<file path="src/rtl/wb_ic_pkg.sv">
`default_nettype none
// ============================================================================
// Module   : wb_ic_pkg
// Purpose  : Shared types and constants for the wishbone shared-bus
//            interconnect: FSM state encoding, slave index codes, default
//            slave address windows and the address-window match helper.
// Ports    : none (package)
// Revision : 1.0 - initial release
// ============================================================================
package wb_ic_pkg;

    typedef enum logic [1:0] {
        ST_IDLE     = 2'd0,
        ST_BUSY     = 2'd1,
        ST_ERR      = 2'd2,
        ST_WAITDROP = 2'd3
    } ic_state_t;

    localparam logic [1:0] SLV_ROM  = 2'd0;
    localparam logic [1:0] SLV_RAM  = 2'd1;
    localparam logic [1:0] SLV_UART = 2'd2;
    localparam logic [1:0] SLV_NONE = 2'd3;

    localparam logic [31:0] ROM_BASE_DEF  = 32'h0000_0000;
    localparam logic [31:0] ROM_MASK_DEF  = 32'hFFFF_F800;
    localparam logic [31:0] RAM_BASE_DEF  = 32'h1000_0000;
    localparam logic [31:0] RAM_MASK_DEF  = 32'hFFFF_0000;
    localparam logic [31:0] UART_BASE_DEF = 32'h8000_0000;
    localparam logic [31:0] UART_MASK_DEF = 32'hFFFF_FFE0;

    function automatic logic addr_hit(input logic [31:0] adr,
                                      input logic [31:0] base,
                                      input logic [31:0] mask);
        return (adr & mask) == base;
    endfunction

endpackage
`default_nettype wire

</file>
<file path="src/rtl/wb_ic_arbiter.sv">
`default_nettype none
// ============================================================================
// Module   : wb_ic_arbiter
// Purpose  : Two-way round-robin grant register. A grant is taken when no
//            grant is held and at least one request is present; on a tie the
//            master that did not win last time is chosen.
// Ports    : inclk0        clock
//            areset        synchronous active-high reset
//            req[1:0]      request per master (only presented while idle)
//            release_grant drop the current grant
//            grant_valid   a grant is held
//            grant_idx     index of the granted master
// Revision : 1.0 - initial release
// ============================================================================
module wb_ic_arbiter (
    input  logic       inclk0,
    input  logic       areset,
    input  logic [1:0] req,
    input  logic       release_grant,
    output logic       grant_valid,
    output logic       grant_idx
);
    import wb_ic_pkg::*;

    logic last_grant;
    logic pick;

    always_comb begin
        if (req == 2'b11) pick = ~last_grant;
        else              pick = req[1];
    end

    always_ff @(posedge inclk0) begin
        if (areset) begin
            grant_valid <= 1'b0;
            grant_idx   <= 1'b0;
            // Starting at 1 makes master 0 win the first tie.
            last_grant  <= 1'b1;
        end else if (release_grant) begin
            grant_valid <= 1'b0;
        end else if (!grant_valid && (req != 2'b00)) begin
            grant_valid <= 1'b1;
            grant_idx   <= pick;
            last_grant  <= pick;
        end
    end

endmodule
`default_nettype wire

</file>
<file path="src/rtl/wb_shared_bus_ic.sv">
`default_nettype none
// ============================================================================
// Module   : wb_shared_bus_ic
// Purpose  : Wishbone shared-bus interconnect: two masters (ibus, dbus),
//            three slaves (boot ROM, RAM, UART). Arbitrates, decodes the
//            granted master's address every cycle, routes the cycle to the
//            decoded slave with no added latency, and errors unmapped
//            addresses and slaves that stall for TIMEOUT cycles.
// Ports    : inclk0, areset       clock / synchronous active-high reset
//            mN_*  (N=0,1)        master-side wishbone ports
//            sK_*  (K=0,1,2)      slave-side wishbone ports
// Revision : 1.0 - initial release
// ============================================================================
module wb_shared_bus_ic
    import wb_ic_pkg::*;
#(
    parameter logic [31:0] S0_BASE = ROM_BASE_DEF,
    parameter logic [31:0] S0_MASK = ROM_MASK_DEF,
    parameter logic [31:0] S1_BASE = RAM_BASE_DEF,
    parameter logic [31:0] S1_MASK = RAM_MASK_DEF,
    parameter logic [31:0] S2_BASE = UART_BASE_DEF,
    parameter logic [31:0] S2_MASK = UART_MASK_DEF,
    parameter int          TIMEOUT = 255
) (
    input  logic        inclk0,
    input  logic        areset,
    input  logic [31:0] m0_adr_i,
    input  logic [31:0] m0_dat_i,
    output logic [31:0] m0_dat_o,
    input  logic        m0_we_i,
    input  logic [3:0]  m0_sel_i,
    input  logic        m0_stb_i,
    input  logic        m0_cyc_i,
    output logic        m0_ack_o,
    output logic        m0_err_o,
    input  logic [31:0] m1_adr_i,
    input  logic [31:0] m1_dat_i,
    output logic [31:0] m1_dat_o,
    input  logic        m1_we_i,
    input  logic [3:0]  m1_sel_i,
    input  logic        m1_stb_i,
    input  logic        m1_cyc_i,
    output logic        m1_ack_o,
    output logic        m1_err_o,
    output logic [31:0] s0_adr_o,
    output logic [31:0] s0_dat_o,
    input  logic [31:0] s0_dat_i,
    output logic        s0_we_o,
    output logic [3:0]  s0_sel_o,
    output logic        s0_stb_o,
    output logic        s0_cyc_o,
    input  logic        s0_ack_i,
    output logic [31:0] s1_adr_o,
    output logic [31:0] s1_dat_o,
    input  logic [31:0] s1_dat_i,
    output logic        s1_we_o,
    output logic [3:0]  s1_sel_o,
    output logic        s1_stb_o,
    output logic        s1_cyc_o,
    input  logic        s1_ack_i,
    output logic [31:0] s2_adr_o,
    output logic [31:0] s2_dat_o,
    input  logic [31:0] s2_dat_i,
    output logic        s2_we_o,
    output logic [3:0]  s2_sel_o,
    output logic        s2_stb_o,
    output logic        s2_cyc_o,
    input  logic        s2_ack_i
);

    localparam logic [15:0] TO_LAST = 16'(TIMEOUT - 1);

    // Master and slave ports gathered into arrays so routing is indexable.
    logic [31:0] m_adr [2];
    logic [31:0] m_wdat[2];
    logic        m_we  [2];
    logic [3:0]  m_sel [2];
    logic        m_stb [2];
    logic        m_cyc [2];
    // Entry 3 stands for "no slave" and reads back as idle.
    logic [31:0] s_rdat[4];
    logic        s_ack [4];

    assign m_adr  = '{m0_adr_i, m1_adr_i};
    assign m_wdat = '{m0_dat_i, m1_dat_i};
    assign m_we   = '{m0_we_i,  m1_we_i};
    assign m_sel  = '{m0_sel_i, m1_sel_i};
    assign m_stb  = '{m0_stb_i, m1_stb_i};
    assign m_cyc  = '{m0_cyc_i, m1_cyc_i};
    assign s_rdat = '{s0_dat_i, s1_dat_i, s2_dat_i, 32'h0};
    assign s_ack  = '{s0_ack_i, s1_ack_i, s2_ack_i, 1'b0};

    ic_state_t   state;
    logic [15:0] tcnt;
    logic        grant_valid;
    logic        grant_idx;
    logic [1:0]  req;
    logic        release_grant;

    logic        cyc_g;
    logic        stb_g;
    logic [31:0] adr_g;
    logic [1:0]  slv;
    logic        hit;
    logic        busy;
    logic        active;
    logic        slave_ack;

    assign cyc_g = m_cyc[grant_idx];
    assign stb_g = m_stb[grant_idx] && cyc_g;
    assign adr_g = m_adr[grant_idx];

    // Checked from the highest index down so the lowest index wins overlaps.
    always_comb begin
        slv = SLV_NONE;
        if (addr_hit(adr_g, S2_BASE, S2_MASK)) slv = SLV_UART;
        if (addr_hit(adr_g, S1_BASE, S1_MASK)) slv = SLV_RAM;
        if (addr_hit(adr_g, S0_BASE, S0_MASK)) slv = SLV_ROM;
    end

    assign hit       = (slv != SLV_NONE);
    assign busy      = (state == ST_BUSY) && grant_valid;
    assign active    = busy && stb_g && hit;
    assign slave_ack = active && s_ack[slv];

    // Requests are only offered to the arbiter while idle.
    assign req = (state == ST_IDLE) ? {m_cyc[1] && m_stb[1], m_cyc[0] && m_stb[0]}
                                    : 2'b00;
    assign release_grant = ((state == ST_BUSY) || (state == ST_WAITDROP)) && !cyc_g;

    wb_ic_arbiter u_arb (
        .inclk0        (inclk0),
        .areset        (areset),
        .req           (req),
        .release_grant (release_grant),
        .grant_valid   (grant_valid),
        .grant_idx     (grant_idx)
    );

    always_ff @(posedge inclk0) begin
        if (areset) begin
            state <= ST_IDLE;
            tcnt  <= 16'd0;
        end else begin
            case (state)
                ST_IDLE: begin
                    tcnt <= 16'd0;
                    if (req != 2'b00) state <= ST_BUSY;
                end
                ST_BUSY: begin
                    if (!cyc_g) begin
                        state <= ST_IDLE;
                        tcnt  <= 16'd0;
                    end else if (stb_g && !hit) begin
                        state <= ST_ERR;
                        tcnt  <= 16'd0;
                    end else if (active) begin
                        // An ack in the expiry cycle still completes the access.
                        if (s_ack[slv]) begin
                            tcnt <= 16'd0;
                        end else if (tcnt == TO_LAST) begin
                            state <= ST_ERR;
                            tcnt  <= 16'd0;
                        end else begin
                            tcnt <= tcnt + 16'd1;
                        end
                    end
                end
                ST_ERR: begin
                    state <= ST_WAITDROP;
                end
                ST_WAITDROP: begin
                    if (!cyc_g) state <= ST_IDLE;
                end
                default: state <= ST_IDLE;
            endcase
        end
    end

    // Slave-side routing: only the decoded slave sees the granted master.
    logic [31:0] s_adr [3];
    logic [31:0] s_wdat[3];
    logic        s_we  [3];
    logic [3:0]  s_sel [3];
    logic        s_stb [3];
    logic        s_cyc [3];

    generate
        for (genvar k = 0; k < 3; k++) begin : g_slave
            logic pick;
            assign pick      = busy && cyc_g && (slv == 2'(k));
            assign s_cyc[k]  = pick;
            assign s_stb[k]  = pick && m_stb[grant_idx];
            assign s_adr[k]  = pick ? adr_g : 32'h0;
            assign s_wdat[k] = pick ? m_wdat[grant_idx] : 32'h0;
            assign s_we[k]   = pick && m_we[grant_idx];
            assign s_sel[k]  = pick ? m_sel[grant_idx] : 4'h0;
        end
    endgenerate

    // Master-side return path.
    logic [31:0] rdat_out[2];
    logic        ack_out [2];
    logic        err_out [2];

    generate
        for (genvar n = 0; n < 2; n++) begin : g_master
            logic own;
            assign own         = grant_valid && (grant_idx == 1'(n));
            assign ack_out[n]  = own && slave_ack;
            assign err_out[n]  = own && (state == ST_ERR);
            assign rdat_out[n] = (own && busy && hit) ? s_rdat[slv] : 32'h0;
        end
    endgenerate

    assign m0_dat_o = rdat_out[0];
    assign m0_ack_o = ack_out[0];
    assign m0_err_o = err_out[0];
    assign m1_dat_o = rdat_out[1];
    assign m1_ack_o = ack_out[1];
    assign m1_err_o = err_out[1];

    assign s0_adr_o = s_adr[0];
    assign s0_dat_o = s_wdat[0];
    assign s0_we_o  = s_we[0];
    assign s0_sel_o = s_sel[0];
    assign s0_stb_o = s_stb[0];
    assign s0_cyc_o = s_cyc[0];
    assign s1_adr_o = s_adr[1];
    assign s1_dat_o = s_wdat[1];
    assign s1_we_o  = s_we[1];
    assign s1_sel_o = s_sel[1];
    assign s1_stb_o = s_stb[1];
    assign s1_cyc_o = s_cyc[1];
    assign s2_adr_o = s_adr[2];
    assign s2_dat_o = s_wdat[2];
    assign s2_we_o  = s_we[2];
    assign s2_sel_o = s_sel[2];
    assign s2_stb_o = s_stb[2];
    assign s2_cyc_o = s_cyc[2];

endmodule
`default_nettype wire

</file>
<file path="config.mk">
export PLATFORM = sky130hd
export DESIGN_NAME = wb_shared_bus_ic
export DESIGN_NICKNAME = d
export VERILOG_FILES = /design/src/rtl/wb_ic_pkg.sv /design/src/rtl/wb_ic_arbiter.sv /design/src/rtl/wb_shared_bus_ic.sv
export SDC_FILE = /design/constraint.sdc
export NUM_CORES = 1
export LEC_CHECK = 0
export CAP_MARGIN = 30
export CORE_AREA = 2 2 203 205
export DETAILED_ROUTE_END_ITERATION = 10
export DIE_AREA = 0 0 205 207
export PLACE_DENSITY = 0.47
export SLEW_MARGIN = 0
export SYNTH_ARGS = -nofsm -noshare
export SYNTH_HDL_FRONTEND = slang
export SYNTH_SLANG_ARGS = --single-unit
</file>
<file path="constraint.sdc">
create_clock -name inclk0 -period 6.5 [get_ports inclk0]
set_clock_uncertainty 0.05 [all_clocks]
set_input_delay 1.3 -clock inclk0 [delete_from_list [all_inputs] [get_ports inclk0]]
set_output_delay 1.3 -clock inclk0 [all_outputs]
set_load 0.01 [all_outputs]
</file>
* Yosys cells after proc, flatten, opt, wreduce, memory -nomap -nowiden
Cells that the tools add are included.
Word-level totals: input port bits 243, register bits after elaboration 21, logic and storage cells 125
Cells by class: order comparisons 2, add/subtract/negate cells 1, multiplexer cells 54, bitwise operators 5, reduce and logical (&&, ||, !) cells 43, eq/ne operators 15
Operator list (number):
- 2-to-1 mux 32 bit | 16
- 2-to-1 mux 16 bit | 5
- binary-select mux 32 bit (select 2 bit) | 1
- zero test 32 bit | 1
- one-hot mux 16 bit (2 select lines) | 1
- logical AND 1 bit | 30
- == test 27 bit (second input constant) | 1
- 2-to-1 mux 4 bit | 6
- 2-to-1 mux 2 bit | 10
- adder 16 x 1 -> 16 bit (second input constant) | 1
- == test 16 x 13 -> 1 bit (second input constant) | 1
- == test 16 x 8 -> 1 bit (second input constant) | 1
- 2-to-1 mux 1 bit | 13
- == test 2 bit (second input constant) | 4
- inequality test 4 x 3 -> 1 bit (second input constant) | 2
- one-hot mux 2 bit (4 select lines) | 1
- AND reduction 5 bit | 1
- == test 2 x 1 -> 1 bit (second input constant) | 2
- zero test 2 bit | 2
- inequality test 2 bit (second input constant) | 2
- inequality test 4 x 2 -> 1 bit (second input constant) | 1
- AND reduction 2 bit | 2
- nonzero test 2 bit | 2
- greater-or-equal comparator 3 bit (second input constant) | 1
- other kinds (9) | 13

* Longest topological paths before layout
depth after elaboration 17, depth in mapped cells 10, mapped depth without buffers 7

* Cells and area by module
From an unflattened synthesis, not the netlist that was laid out.
Unflattened totals: cell total of the unflattened synthesis 602, area total of the unflattened synthesis 3915.0 um^2
Modules (own cells, without submodules):
- wb_shared_bus_ic | area each 3784.9 um^2, cells an instance 588, instances 1
- wb_ic_arbiter | area each 130.1 um^2, cells an instance 14, instances 1

* Least setup slack after synthesis
OpenSTA, ideal clock, no wires.
path kind input -> output, from in m1_adr_i[21], to out s2_adr_o[1], setup slack 2188 ps, required time 5150 ps, arrival 2962 ps, stages 8, path buffers 2, cell sequence nor4_1 > nand4_2 > a22oi_2 > and2_1 > buf_2 > nand3_1 > clkbuf_1 > nor2_1
On the way: cells in the longest elaborated chain, start to end 10, elaborated cells on any way between the ends 12, classes of those cells 3 x eq/ne; 7 x mux; 2 x reduce/logical
Ends and longest elaborated chain:
- start, declared | line wb_shared_bus_ic.sv:36 | input logic [31:0] m1_adr_i,
- 2-to-1 mux 32 bit (implied by the code) (*) (3 in series) | line wb_shared_bus_ic.sv:111 | assign adr_g = m_adr[grant_idx];
- == test 27 bit | line wb_ic_pkg.sv:34 | return (adr & mask) == base;
- 2-to-1 mux 1 bit | line wb_shared_bus_ic.sv:116 | if (addr_hit(adr_g, S2_BASE, S2_MASK)) slv = SLV_UART;
- 2-to-1 mux 2 bit | line wb_shared_bus_ic.sv:117 | if (addr_hit(adr_g, S1_BASE, S1_MASK)) slv = SLV_RAM;
- 2-to-1 mux 2 bit (*) | line wb_shared_bus_ic.sv:118 | if (addr_hit(adr_g, S0_BASE, S0_MASK)) slv = SLV_ROM;
- == test 2 bit (*) | line wb_shared_bus_ic.sv:191 | assign pick = busy && cyc_g && (slv == 2'(k));
- logical AND 1 bit (*) | line wb_shared_bus_ic.sv:191
- 2-to-1 mux 32 bit (*) | line wb_shared_bus_ic.sv:194 | assign s_adr[k] = pick ? adr_g : 32'h0;
- end, declared | line wb_shared_bus_ic.sv:61 | output logic [31:0] s2_adr_o,
Mark *: on every way between the ends. The rest lies on a longest branch, timed or not. The select of a mux whose other input is x is not followed.

* Final worst setup path
from in m1_adr_i[21], to out s0_sel_o[1]
On the way: cells in the longest elaborated chain, start to end 10, elaborated cells on any way between the ends 12, classes of those cells 2 x eq/ne; 7 x mux; 3 x reduce/logical
Ends and longest elaborated chain:
- 2-to-1 mux 32 bit (implied by the code) (*) (3 in series) | line wb_shared_bus_ic.sv:111
- == test 27 bit | line wb_ic_pkg.sv:34
- 2-to-1 mux 1 bit | line wb_shared_bus_ic.sv:116
- 2-to-1 mux 2 bit | line wb_shared_bus_ic.sv:117
- 2-to-1 mux 2 bit (*) | line wb_shared_bus_ic.sv:118
- zero test 2 bit (*) | line wb_shared_bus_ic.sv:191
- logical AND 1 bit (*) | line wb_shared_bus_ic.sv:191
- 2-to-1 mux 4 bit (*) | line wb_shared_bus_ic.sv:197 | assign s_sel[k] = pick ? m_sel[grant_idx] : 4'h0;
- end, declared | line wb_shared_bus_ic.sv:49 | output logic [3:0] s0_sel_o,
Marked as above.

==> Implementation_results.wiki <==
{| class="wikitable"
! Metric !! Value
|-
| Number of buffers and inverters on the critical path || 4
|-
| Fraction of synthesized area in multiplexers || 13.81%
|-
| Tightest slew margin relative to the limit || 38.78%
|-
| Compound-gate portion of the synthesized area || 17.84%
|-
| Global-route congestion overflow total || 0
|-
| Number of hold violations in the final report || 0
|-
| DRC violations left || 0
|-
| Most instantiated library cell after synthesis || sky130_fd_sc_hd__nor2_1
|-
| CP Data Arrival Time || 4760 ps
|-
| Result of the run || finished, final reports clean
|-
| RePlAce Congestion || 0.8771
|-
| CP Data Required Time || 5150 ps
|-
| Count of input and output buffers || 461
|-
| Post-synth top area cell || sky130_fd_sc_hd__nor2_1
|-
| Routed wire length || 28090 um
|-
| Actual transition at the worst max-transition pin || 918.3 ps
|-
| Max stage delay cell, worst path || sky130_fd_sc_hd__nor4_1
|-
| Worst path most repeated cell || sky130_fd_sc_hd__clkdlybuf4s50_1
|-
| Number of warnings printed during yosys synthesis || 0
|-
| Final-layout setup total negative slack || 0 ps
|-
| Avg Cell Area, Syn || 6.128 sq um
|-
| Number of cells upsized or downsized after cts || 0
|-
| Final HPWL from detailed placement || 23410 um
|-
| Average wire per standard cell || 17.23 um
|-
| Die height || 207 um
|-
| IR Drop Worst-Case VDD || 0.00006992 V
|-
| Leakage || 3.236 nW
|-
| Post-synth EDFFs || 0
|-
| Floorplan die width || 205 um
|-
| Unique cell type count in the Yosys netlist || 51
|-
| Worst setup slack before clock tree synthesis || 402.5 ps
|-
| Ratio of cells with drive above 1 in the final layout || 2.920%
|-
| Vias per Instance || 3.727
|-
| Reg clk slew, reported paths || 60 ps
|-
| First-pass iteration count of the detailed router || 4
|-
| Worst-path cell chain || clkdlybuf4s50_1, nor4_1, nand4_2, a22oi_2, and2_1, buf_12, nand2_2, buf_4, nor2_1, clkdlybuf4s50_1
|-
| Wire length of the first global-routing pass || 39320 um
|-
| Via Count || 6075
|-
| Element type at the critical path start || input port
|-
| Setup repair after global routing missed its margin || no
|-
| Top cells by instance count after synthesis || sky130_fd_sc_hd__nor2_1, sky130_fd_sc_hd__buf_4, sky130_fd_sc_hd__mux2i_1, sky130_fd_sc_hd__a21oi_1, sky130_fd_sc_hd__clkbuf_1
|-
| Placed cell area || 0.009074 sq mm
|-
| CTS root buffer || sky130_fd_sc_hd__clkbuf_16
|-
| Maximum root-to-sink buffer count || 2
|-
| Setup violations, final || 0
|-
| Finished Cell Area || 0.009159 sq mm
|-
| P per Cell Area || 66.25 mW/mm^2
|-
| Core occupancy in the finished layout || 22.69%
|-
| Post-Synth Adder-Cell Area || 0.6150%
|-
| Most common flop cell mapped by yosys || sky130_fd_sc_hd__dfxtp_1
|-
| Crit path depth || 10
|-
| Largest incremental delay on the critical path || 720 ps
|-
| Iteration-0 DRC Markers || 385
|-
| Total I/O pin count || 524
|-
| Crit-path leading delay family || simple AND/OR/NAND/NOR gates
|-
| Highest clock frequency the design can meet || 163.8 MHz
|-
| Fraction of the yosys area taken by sequential cells || 10.33%
|-
| Rows || 74
|-
| Area of the placeable core || 0.04037 sq mm
|-
| CTS tree || yes
|-
| Pins over their slew limit || 0
|-
| # fillers || 4516
|-
| Xor/xnor cell area share of the yosys netlist || 3.229%
|-
| Cell depth of the worst min-delay path || 1
|-
| Overall routing resource usage || 12.14%
|-
| Basic-gate share of the synthesized area counting and, or, nand and nor cells || 36.59%
|-
| Post-Syn Instances || 664
|-
| Starting Density || 10.08%
|-
| Worst r2r path cells || 8
|-
| Nets || 1342
|-
| Floorplan die area || 0.04244 sq mm
|-
| H-tree lvl count || 1
|-
| Class of the most critical setup path || in -> out
|-
| Main combinational cell family by area after synthesis || simple AND/OR/NAND/NOR gates
|-
| Area used by sequential logic in the layout || 424.2 sq um
|-
| Worst-skew pair later-pin latency || 250 ps
|-
| Synth area leaders || sky130_fd_sc_hd__nor2_1, sky130_fd_sc_hd__mux2i_1, sky130_fd_sc_hd__buf_4
|-
| Fraction of synthesis flops using an asynchronous set or reset pin || 0%
|-
| Flop and latch count out of synthesis || 21
|-
| Number of buffers added for setup after CTS || 0
|-
| Pin count of the biggest net entering global routing || 56
|-
| Category of the worst setup path capture point || primary output
|-
| CTS Sinks || 21
|-
| Antenna violations before repair || 3
|-
| Post-synthesis cell area || 0.004069 sq mm
|-
| Area grow syn2layout || 125.1%
|-
| Max Cap Viol || 0
|-
| Overall power of the completed layout || 0.6068 mW
|-
| Worst min-delay path category || reg -> reg
|-
| Final critical delay including setup and external delays || 6107 ps
|-
| CTS Hold Buffers Added || 0
|-
| Fin crit share || 93.95%
|-
| Multi-input combinational cell area || 0.003187 sq mm
|-
| Number of nets with antenna violations after routing || 0
|-
| Crit Path Max Fanout || 49
|-
| Number of buffers inserted during clock tree synthesis || 3
|-
| PnR worst setup slack || 393.2 ps
|-
| Vias in the first global route || 5731
|-
| Top-area cell type share of the netlist area || 24.17%
|}
power by group:
part | total, mW | internal, mW | switching [mW]
clock | 0.131 | 0.0827 | 0.0483
sequential | 0.154 | 0.136 | 0.0178
combinational | 0.322 | 0.180 | 0.142
logic make-up (layout without fill, tap and decap cells):
| logic type | count (synthesis) | count (layout) |
|---|---|---|
| and+or+nand+nor | 347 | 347 |
| buffers and inverters | 121 | 492 |
| AOI/OAI and AO/OA | 101 | 101 |
| muxes | 56 | 56 |
| DFF | 21 | 21 |
| xor gates and xnor gates | 15 | 15 |
| adders and majority gates | 2 | 2 |
| other | 1 | 64 |
per-layer routing:
metal  GRT usage (%)  vias up  wire, um
met4           2.059        2       332
met3           1.636       14      1756
li1                -     2989         -
met1           15.34     2810     11750
met5               0        -        13
met2           21.97      260     14230
final timing paths:
kind	startpoint	endpoint	slack [ps]
worst max-delay path	m1_adr_i[21]	s0_sel_o[1]	390
worst min-delay path	u_arb.last_grant	u_arb.last_grant	420
worst max register to register	u_arb.grant_idx	tcnt[13]	3600
worst min register to register	u_arb.last_grant	u_arb.last_grant	420
cell type report:
type | count | area share, %
Sequential cell | 21 | 4.631
Tap cell | 532 | 7.268
Timing Repair Buffer | 476 | 51.89
Multi-Input combinational cell | 583 | 34.80
Clock buffer | 3 | 0.8197
Clock inverter | 1 | 0.05464
Inverter | 12 | 0.4918
Antenna cell | 2 | 0.05464
metrics by stage:
stage	hold slack [ps]	cells
6_report	417.7	1630
5_1_grt	438.7	1630
4_1_cts	423.3	1628
3_5_place_dp	409.9	1624
3_3_place_gp	404.9	1624
2_1_floorplan	385.9	725
registers in the layout, indices dropped and copies added (netlist names), named ones only:
name	flops
u_arb.grant_valid	1
u_arb.grant_idx	1
state	1
u_arb.last_grant	1
tcnt	16
cells in the final DEF, fill, tap and decap left out, types with 2 or more instances in the layout:
master / n
sky130_fd_sc_hd__a211oi_1: 2
sky130_fd_sc_hd__a311oi_1: 3
sky130_fd_sc_hd__nand4_1: 8
sky130_fd_sc_hd__clkbuf_16: 3
sky130_fd_sc_hd__mux2i_1: 55
sky130_fd_sc_hd__nand2b_1: 2
sky130_fd_sc_hd__a2bb2oi_1: 31
sky130_fd_sc_hd__and4_1: 2
sky130_fd_sc_hd__nand2_2: 2
sky130_fd_sc_hd__nor3_1: 6
sky130_fd_sc_hd__nor2b_1: 6
sky130_fd_sc_hd__dfxtp_1: 20
sky130_fd_sc_hd__nor3b_1: 2
sky130_fd_sc_hd__buf_12: 2
sky130_fd_sc_hd__diode_2: 2
sky130_fd_sc_hd__nand3_1: 12
sky130_fd_sc_hd__xor2_1: 8
sky130_fd_sc_hd__and3_1: 4
sky130_fd_sc_hd__nand2_1: 15
sky130_fd_sc_hd__buf_4: 13
sky130_fd_sc_hd__xnor2_1: 7
sky130_fd_sc_hd__a211o_1: 2
sky130_fd_sc_hd__nor4_1: 11
sky130_fd_sc_hd__inv_1: 12
sky130_fd_sc_hd__and2_1: 5
sky130_fd_sc_hd__o21ai_0: 2
sky130_fd_sc_hd__nor2_1: 262
sky130_fd_sc_hd__a21oi_1: 47
sky130_fd_sc_hd__ha_1: 2
sky130_fd_sc_hd__nor4b_1: 3
sky130_fd_sc_hd__conb_1: 62
sky130_fd_sc_hd__clkdlybuf4s50_1: 461
Note: power is estimated with default switching activity, not from simulation.
